[src/rtl/fsqrt_table_loader.sv]
// Loads the fsqrt coefficient table from a big-endian byte stream into the coefficient RAM
// write port, then checks a trailing mod-256 checksum byte.
`timescale 1ns/1ps

module fsqrt_table_loader #(
    parameter int ENTRIES = 1024,
    parameter int ADDR_W  = 10,
    parameter int DATA_W  = 36,
    parameter int NBYTES  = 5
) (
    input  logic              clk,
    input  logic              rst,
    input  logic              start,
    input  logic [7:0]        in_data,
    input  logic              in_valid,
    output logic              in_ready,
    output logic              we,
    output logic [ADDR_W-1:0] waddr,
    output logic [DATA_W-1:0] wdata,
    output logic              busy,
    output logic              done,
    output logic              err,
    output logic [7:0]        checksum,
    output logic [1:0]        state_dbg
);

    // Handshake: a byte transfers on a rising edge where in_valid & in_ready are both high.
    // in_ready depends only on the FSM state, never on in_valid.

    localparam logic [1:0] S_IDLE  = 2'd0;
    localparam logic [1:0] S_LOAD  = 2'd1;
    localparam logic [1:0] S_CHECK = 2'd2;
    localparam logic [1:0] S_DONE  = 2'd3;

    // Byte 0 carries only the top TOP_W bits of a word; the rest of it must be zero.
    localparam int TOP_W  = DATA_W - 8 * (NBYTES - 1);
    localparam int ASM_W  = DATA_W - 8;
    localparam int BIDX_W = (NBYTES > 1) ? $clog2(NBYTES) : 1;

    localparam logic [BIDX_W-1:0] LAST_BYTE = BIDX_W'(NBYTES - 1);
    localparam logic [ADDR_W-1:0] LAST_WORD = ADDR_W'(ENTRIES - 1);

    logic [1:0]        state_q,    state_d;
    logic [BIDX_W-1:0] byte_idx_q, byte_idx_d;
    logic [ADDR_W-1:0] word_idx_q, word_idx_d;
    logic [ASM_W-1:0]  asm_q,      asm_d;
    logic              we_q,       we_d;
    logic [ADDR_W-1:0] waddr_q,    waddr_d;
    logic [DATA_W-1:0] wdata_q,    wdata_d;
    logic              err_q,      err_d;
    logic [7:0]        csum_q,     csum_d;

    logic accept;
    logic ready;

    assign ready  = (state_q == S_LOAD) || (state_q == S_CHECK);
    assign accept = in_valid && ready;

    always_comb begin
        state_d    = state_q;
        byte_idx_d = byte_idx_q;
        word_idx_d = word_idx_q;
        asm_d      = asm_q;
        we_d       = 1'b0;
        waddr_d    = waddr_q;
        wdata_d    = wdata_q;
        err_d      = err_q;
        csum_d     = csum_q;

        case (state_q)
            S_IDLE, S_DONE: begin
                if (start) begin
                    state_d    = S_LOAD;
                    byte_idx_d = '0;
                    word_idx_d = '0;
                    csum_d     = '0;
                    err_d      = 1'b0;
                end
            end

            S_LOAD: begin
                if (accept) begin
                    csum_d = csum_q + in_data;
                    if (byte_idx_q == '0) begin
                        asm_d = {{(ASM_W - TOP_W){1'b0}}, in_data[TOP_W-1:0]};
                        if (in_data[7:TOP_W] != '0) begin
                            err_d = 1'b1;
                        end
                    end else begin
                        asm_d = {asm_q[ASM_W-9:0], in_data};
                    end

                    // The write is issued the cycle after the last byte, so it overlaps
                    // receipt of the next word's first byte.
                    if (byte_idx_q == LAST_BYTE) begin
                        byte_idx_d = '0;
                        we_d       = 1'b1;
                        waddr_d    = word_idx_q;
                        wdata_d    = {asm_q, in_data};
                        word_idx_d = word_idx_q + 1'b1;
                        if (word_idx_q == LAST_WORD) begin
                            state_d = S_CHECK;
                        end
                    end else begin
                        byte_idx_d = byte_idx_q + 1'b1;
                    end
                end
            end

            S_CHECK: begin
                if (accept) begin
                    err_d   = err_q | (in_data != csum_q);
                    state_d = S_DONE;
                end
            end

            default: begin
                state_d = S_IDLE;
            end
        endcase
    end

    always_ff @(posedge clk or posedge rst) begin
        if (rst) begin
            state_q    <= S_IDLE;
            byte_idx_q <= '0;
            word_idx_q <= '0;
            asm_q      <= '0;
            we_q       <= 1'b0;
            waddr_q    <= '0;
            wdata_q    <= '0;
            err_q      <= 1'b0;
            csum_q     <= '0;
        end else begin
            state_q    <= state_d;
            byte_idx_q <= byte_idx_d;
            word_idx_q <= word_idx_d;
            asm_q      <= asm_d;
            we_q       <= we_d;
            waddr_q    <= waddr_d;
            wdata_q    <= wdata_d;
            err_q      <= err_d;
            csum_q     <= csum_d;
        end
    end

    assign in_ready  = ready;
    assign busy      = ready;
    assign done      = (state_q == S_DONE);
    assign we        = we_q;
    assign waddr     = waddr_q;
    assign wdata     = wdata_q;
    assign err       = err_q;
    assign checksum  = csum_q;
    assign state_dbg = state_q;

endmodule

[config.mk]
export PLATFORM = sky130hd
export DESIGN_NAME = fsqrt_table_loader
export DESIGN_NICKNAME = d
export VERILOG_FILES = /design/src/rtl/fsqrt_table_loader.sv
export SDC_FILE = /design/constraint.sdc
export NUM_CORES = 1
export LEC_CHECK = 0
export ABC_CLOCK_PERIOD_IN_PS = 3600
export BUFFER_PORTS_ARGS = -buffer_cell sky130_fd_sc_hd__buf_4
export CORE_ASPECT_RATIO = 0.75
export CORE_UTILIZATION = 54
export CTS_CLUSTER_DIAMETER = 150
export DETAILED_ROUTE_END_ITERATION = 12
export PLACE_DENSITY = 0.81
export SKIP_CTS_REPAIR_TIMING = 1
export SLEW_MARGIN = 10
export SYNTH_ARGS = -nofsm -noshare
export SYNTH_HDL_FRONTEND = slang
export SYNTH_SLANG_ARGS = --single-unit
export TNS_END_PERCENT = 100
[constraint.sdc]
create_clock -name clk -period 3.6 [get_ports clk]
set_input_delay 0.72 -clock clk [delete_from_list [all_inputs] [get_ports clk]]
set_output_delay 0.72 -clock clk [all_outputs]
set_load 0.02 [all_outputs]
# [After elaboration in Yosys (flattened, before gate mapping)]
# Index checks and enable logic that the tools add are counted.
[word_totals] register_bits=99 inputBits=12 out_inout_bits=61 elab_cells=66
[op_classes] add_sub_neg=3 eq_ne=13 muxes=27 bitwise_logic=1 reduce_logical=13
[ops] operator="$mux 10" count=3
[ops] operator="$mux 28" count=1
[ops] operator="$pmux 10 s2" count=1
[ops] operator="$mux 8" count=2
[ops] operator="$pmux 8 s2" count=1
[ops] operator="$add 10x1->10 const B" count=1
[ops] operator="$eq 10x10->1 const B" count=1
[ops] operator="$mux 2" count=5
[ops] operator="$reduce_and 5->1" count=2
[ops] operator="$mux 3" count=3
[ops] operator="$add 8x8->8" count=1
[ops] operator="$mux 1" count=8
[ops] operator="$ne 2x1->1 const B" count=4
[ops] operator="$ne 8x8->1" count=1
[ops] operator="$ne 2x2->1 const B" count=3
[ops] operator="$pmux 2 s3" count=1
[ops] operator="$pmux 3 s2" count=1
[ops] operator="$reduce_and 3->1" count=2
[ops] operator="$eq 2x2->1 const B" count=2
[ops] operator="$reduce_and 4->1" count=1
[ops] operator="$reduce_bool 4->1" count=1
[ops] operator="$add 3x1->3 const B" count=1
[ops] operator="$eq 3x3->1 const B" count=1
[ops] operator="$logic_not 3->1" count=1
[ops] operator="9 further kinds" count=9

# [Logic depth before layout (Yosys ltp)]
[logic_depth] ltp_word=5 ltp_mapped=9 mapped_depth_nobuf=7

# [Worst setup path after synthesis]
# Ideal clock, no wire load.
[synth_path] path_type="input to register" start="input port in_data[0]" end="register csum_q[6] (netlist: checksum[6])" setup_time_ns=0.137 arrival_ns=1.946 t_required_ns=3.463 setup_slack_ns=1.517 path_stages=7 path_buffers=0 path_cell_list="ha_1 -> fa_1 -> a21o_1 -> a21oi_1 -> o21bai_1 -> nand4b_1 -> o211ai_1"
[synth_between] elab_chain_len=3
[synth_rtl] item="start: declaration" line_no="14" source="input logic [7:0] in_data,"
[synth_rtl] item="$add 8x8->8" line_no="83" source="csum_d = csum_q + in_data;"
[synth_rtl] item="$mux 8" line_no="82" source="if (accept) begin"
[synth_rtl] item="$pmux 8 s2" line_no="70" source="case (state_q)"
[synth_rtl] item="end signal: assignment" line_no="143" source="csum_q <= csum_d;"
[synth_rtl] item="end: declaration" line_no="51" source="logic [7:0] csum_q, csum_d;"
# Every way passes these cells. The select of a mux whose other input is x is not followed.
# A chain may end at the register's enable or synchronous reset.

# [Worst setup path after layout]
[layout_path] start="register state_q[1] (netlist: state_dbg[1])" end="register word_idx_q[6]"
[layout_between] elab_chain_len=5 elab_cells_between_ends=13 cone_classes="eq/ne (6); mux (1); reduce/logical (6)"
[layout_rtl] item="start: declaration" line_no="43" source="logic [1:0] state_q, state_d;"
[layout_rtl] item="start signal: assignment" line_no="135" source="state_q <= state_d;"
[layout_rtl] item="$eq 2x1->1 or $eq 2x2->1 (tied branches)" line_no="56, 70"
[layout_rtl] item="$logic_or 1x1->1" line_no="56" source="assign ready = (state_q == S_LOAD) || (state_q == S_CHECK);"
[layout_rtl] item="$logic_and 1x1->1" line_no="57" source="assign accept = in_valid && ready;"
[layout_rtl] item="$ne 2x2->1 (no line)"
[layout_rtl] item="$reduce_and 4->1 (no line)"
[layout_rtl] item="end signal: assignment" line_no="137" source="word_idx_q <= word_idx_d;"
[layout_rtl] item="end: declaration" line_no="45" source="logic [ADDR_W-1:0] word_idx_q, word_idx_d;"
# Several ways; a longest one is shown, not always the timed one.

==> flow_metrics.py <==
metrics = {
    "detailed_routing": {
        "drcViolationCount": 0,
        "wire_per_inst_um": 15.4,
        "viasPerCell": 5.42,
        "drt.antenna.violating_nets": 0,
        "drt-total-wl_um": 9190,
        "dr.pass1.iters": 4,
        "drt_iter0_markers": 187,
        "vias": 3224,
    },
    "global_route": {
        "grt_max_degree": 75,
        "grt_pass1_wl_um": 15400,
        "grt_usage_pct": 23.9,
        "antenna_found_initial": 0,
        "grt_overflow": 0,
        "grt_pass1_vias": 3066,
    },
    "logic_synthesis": {
        "yosys_warnings": 0,
        "synth_edf_count": 0,
        "syn_nets": 445,
        "netlist_area_um2": 4290,
        "synth_cells": 419,
        "avgSynthCellArea_um2": 10.2,
        "ys_seq_elements": 99,
        "synthTopCellsByArea": "dfrtp_1, nand2_1, a22o_1",
        "yosys.area.top_type": "dfrtp_1",
        "seq_area_frac_synth_pct": 57.7,
        "async_reset_ff_share_pct": 100,
        "synth_cell_types": 45,
        "synth-main-ff-cell": "dfrtp_1",
        "synth_top_area_share_pct": 57.7,
    },
    "clocking": {
        "cts_root_buffer": "clkbuf_8",
        "cts_buffers": 9,
        "cts.sink_count": 99,
        "cts_tree": "done",
        "path_clk_slew_ps": 100,
        "clock_path_buffers": 2,
        "clock_latency_ps": 360,
        "htreeDepth": 3,
    },
    "timing": {
        "final-setup-viol-count": 0,
        "finalMaxSlewViolations": 0,
        "worst_slew_pin_slew_ps": 893,
        "final.period_utilization_pct": 68.1,
        "rsz0062_at_grt": "false",
        "setup_tns_ps": 0,
        "hold-worst-slack_ps": 479,
        "fmax_ghz": 0.408,
        "finClkSkew_ps": 10.3,
        "hold_viol_final": 0,
        "min_period_ps": 2450,
        "slew_headroom_pct": 40.5,
    },
    "power": {
        "p_per_area_nw_per_um2": 773,
        "power_mw": 3.96,
        "ir_drop_v": 0.000494,
        "power.leakage_nw": 2.65,
    },
    "layout": {
        "syn_to_final_growth_pct": 19.5,
        "nets": 515,
        "layout_common_cells": "nand2_1, dfrtp_1, buf_4, a22o_1, ha_1",
        "layout_commonest_cell": "nand2_1",
        "drive_above_1_share_pct": 21.1,
        "antenna_cells": 0,
    },
    "die": {
        "die_h_um": 79.2,
        "num_rows": 27,
        "die_w_um": 105,
        "core_um2": 7530,
        "ios": 73,
        "die_area_um2": 8320,
        "start_util_pct": 57.0,
    },
    "job": {
        "cap_violations": 0,
    },
    "worst_hold_path": {
        "min_path_type": "reg2reg",
    },
    "worst_setup_path": {
        "critical_path_peak_fanout": 23,
        "cp_data_arrival_time_ps": 2690,
        "cp-end-kind": "flop",
        "startpoint_type": "flop",
        "worstPathRequired_ps": 3840,
        "critPathKind": "reg2reg",
    },
    "place": {
        "dpl.hpwl_um": 6390,
        "port_buffers": 72,
        "place_congestion": 0.882,
    },
    "run_status": {
        "status": "finished clean",
    },
}
kinds of logic (layout without fill, tap and decap cells):
| group | Yosys count | in the layout | synth area share, % |
|---|---|---|---|
| buf+inv | 28 | 103 | 2.86 |
| mux | 4 | 4 | 1.05 |
| xor+xnor | 13 | 13 | 2.65 |
| flops | 99 | 99 | 57.7 |
| compound gates | 63 | 63 | 11.7 |
| simple gates | 198 | 198 | 19.8 |
| fa+ha+maj | 14 | 14 | 4.25 |
per-layer routing:
metal	wire, um	vias up	track usage, %
li1	-	1559	-
met1	4440	1560	35.9
met2	4150	97	35.0
met3	519	8	5.67
met4	84	0	6.20
met5	0	-	0
area by class of cell:
class	instances	area, um^2
clock buffers	12	155
clock inverters	4	56.3
fillers	583	2400
inverters	9	36.3
multi-input cells	292	1690
flip-flops and latches	99	2480
well taps	101	126
repair buffers	78	586
critical path, cell delays in order, from the launching register on:
cell and delay, ps:
dfrtp_1 430, inv_1 80, ha_1 420, and4_1 780, o211ai_2 200, nor3_1 220
xnor2_1 150, nor2_1 60
power breakdown:
group | switching, mW | total, mW | internal [mW]
Combinational | 0.835 | 1.48 | 0.642
Clock | 0.376 | 0.740 | 0.365
Sequential | 0.280 | 1.75 | 1.47
worst paths after layout:
kind	start	endpoint	slack [ps]	cells after the start
max	state_dbg[1]	word_idx_q[6]	1150	7
min	wdata[9]	wdata[9]	480	2
max reg2reg	state_dbg[1]	word_idx_q[6]	1150	7
min reg2reg	wdata[9]	wdata[9]	480	2
max in group asynchronous	rst	asm_q[13]	2280	3
min in group asynchronous	rst	waddr[5]	540	2
Yosys cell counts, drive strengths merged, types with 3 or more instances:
| cell | instances |
|---|---|
| o31ai | 3 |
| clkbuf | 7 |
| a22o | 27 |
| nor2b | 3 |
| buf | 12 |
| xor2 | 4 |
| o21ai | 11 |
| dfrtp | 99 |
| nor2 | 12 |
| nand2b | 5 |
| nand2 | 154 |
| nor3 | 3 |
| nand3 | 6 |
| ha | 13 |
| inv | 9 |
| mux2 | 4 |
| xnor2 | 9 |
| nand4 | 5 |
| a21oi | 6 |
per-stage QoR:
step	util [%]	instances	setup slack, ps	instance area, um^2
after global placement	65.3	579	1260	4920
after detailed placement	65.3	579	1150	4920
after global routing	68.1	595	828	5130
after floorplan	-	419	290	4290
final	68.1	595	1150	5130
after CTS	68.1	595	1150	5130
flip-flops by register name, summed over array words and instances (netlist names):
| signal | flops |
|---|---|
| state_dbg | 2 |
| we | 1 |
| asm_q | 28 |
| checksum | 8 |
| word_idx_q | 10 |
| err | 1 |
| byte_idx_q | 3 |
| wdata | 36 |
| waddr | 10 |
(Power assumes the default switching activity.)
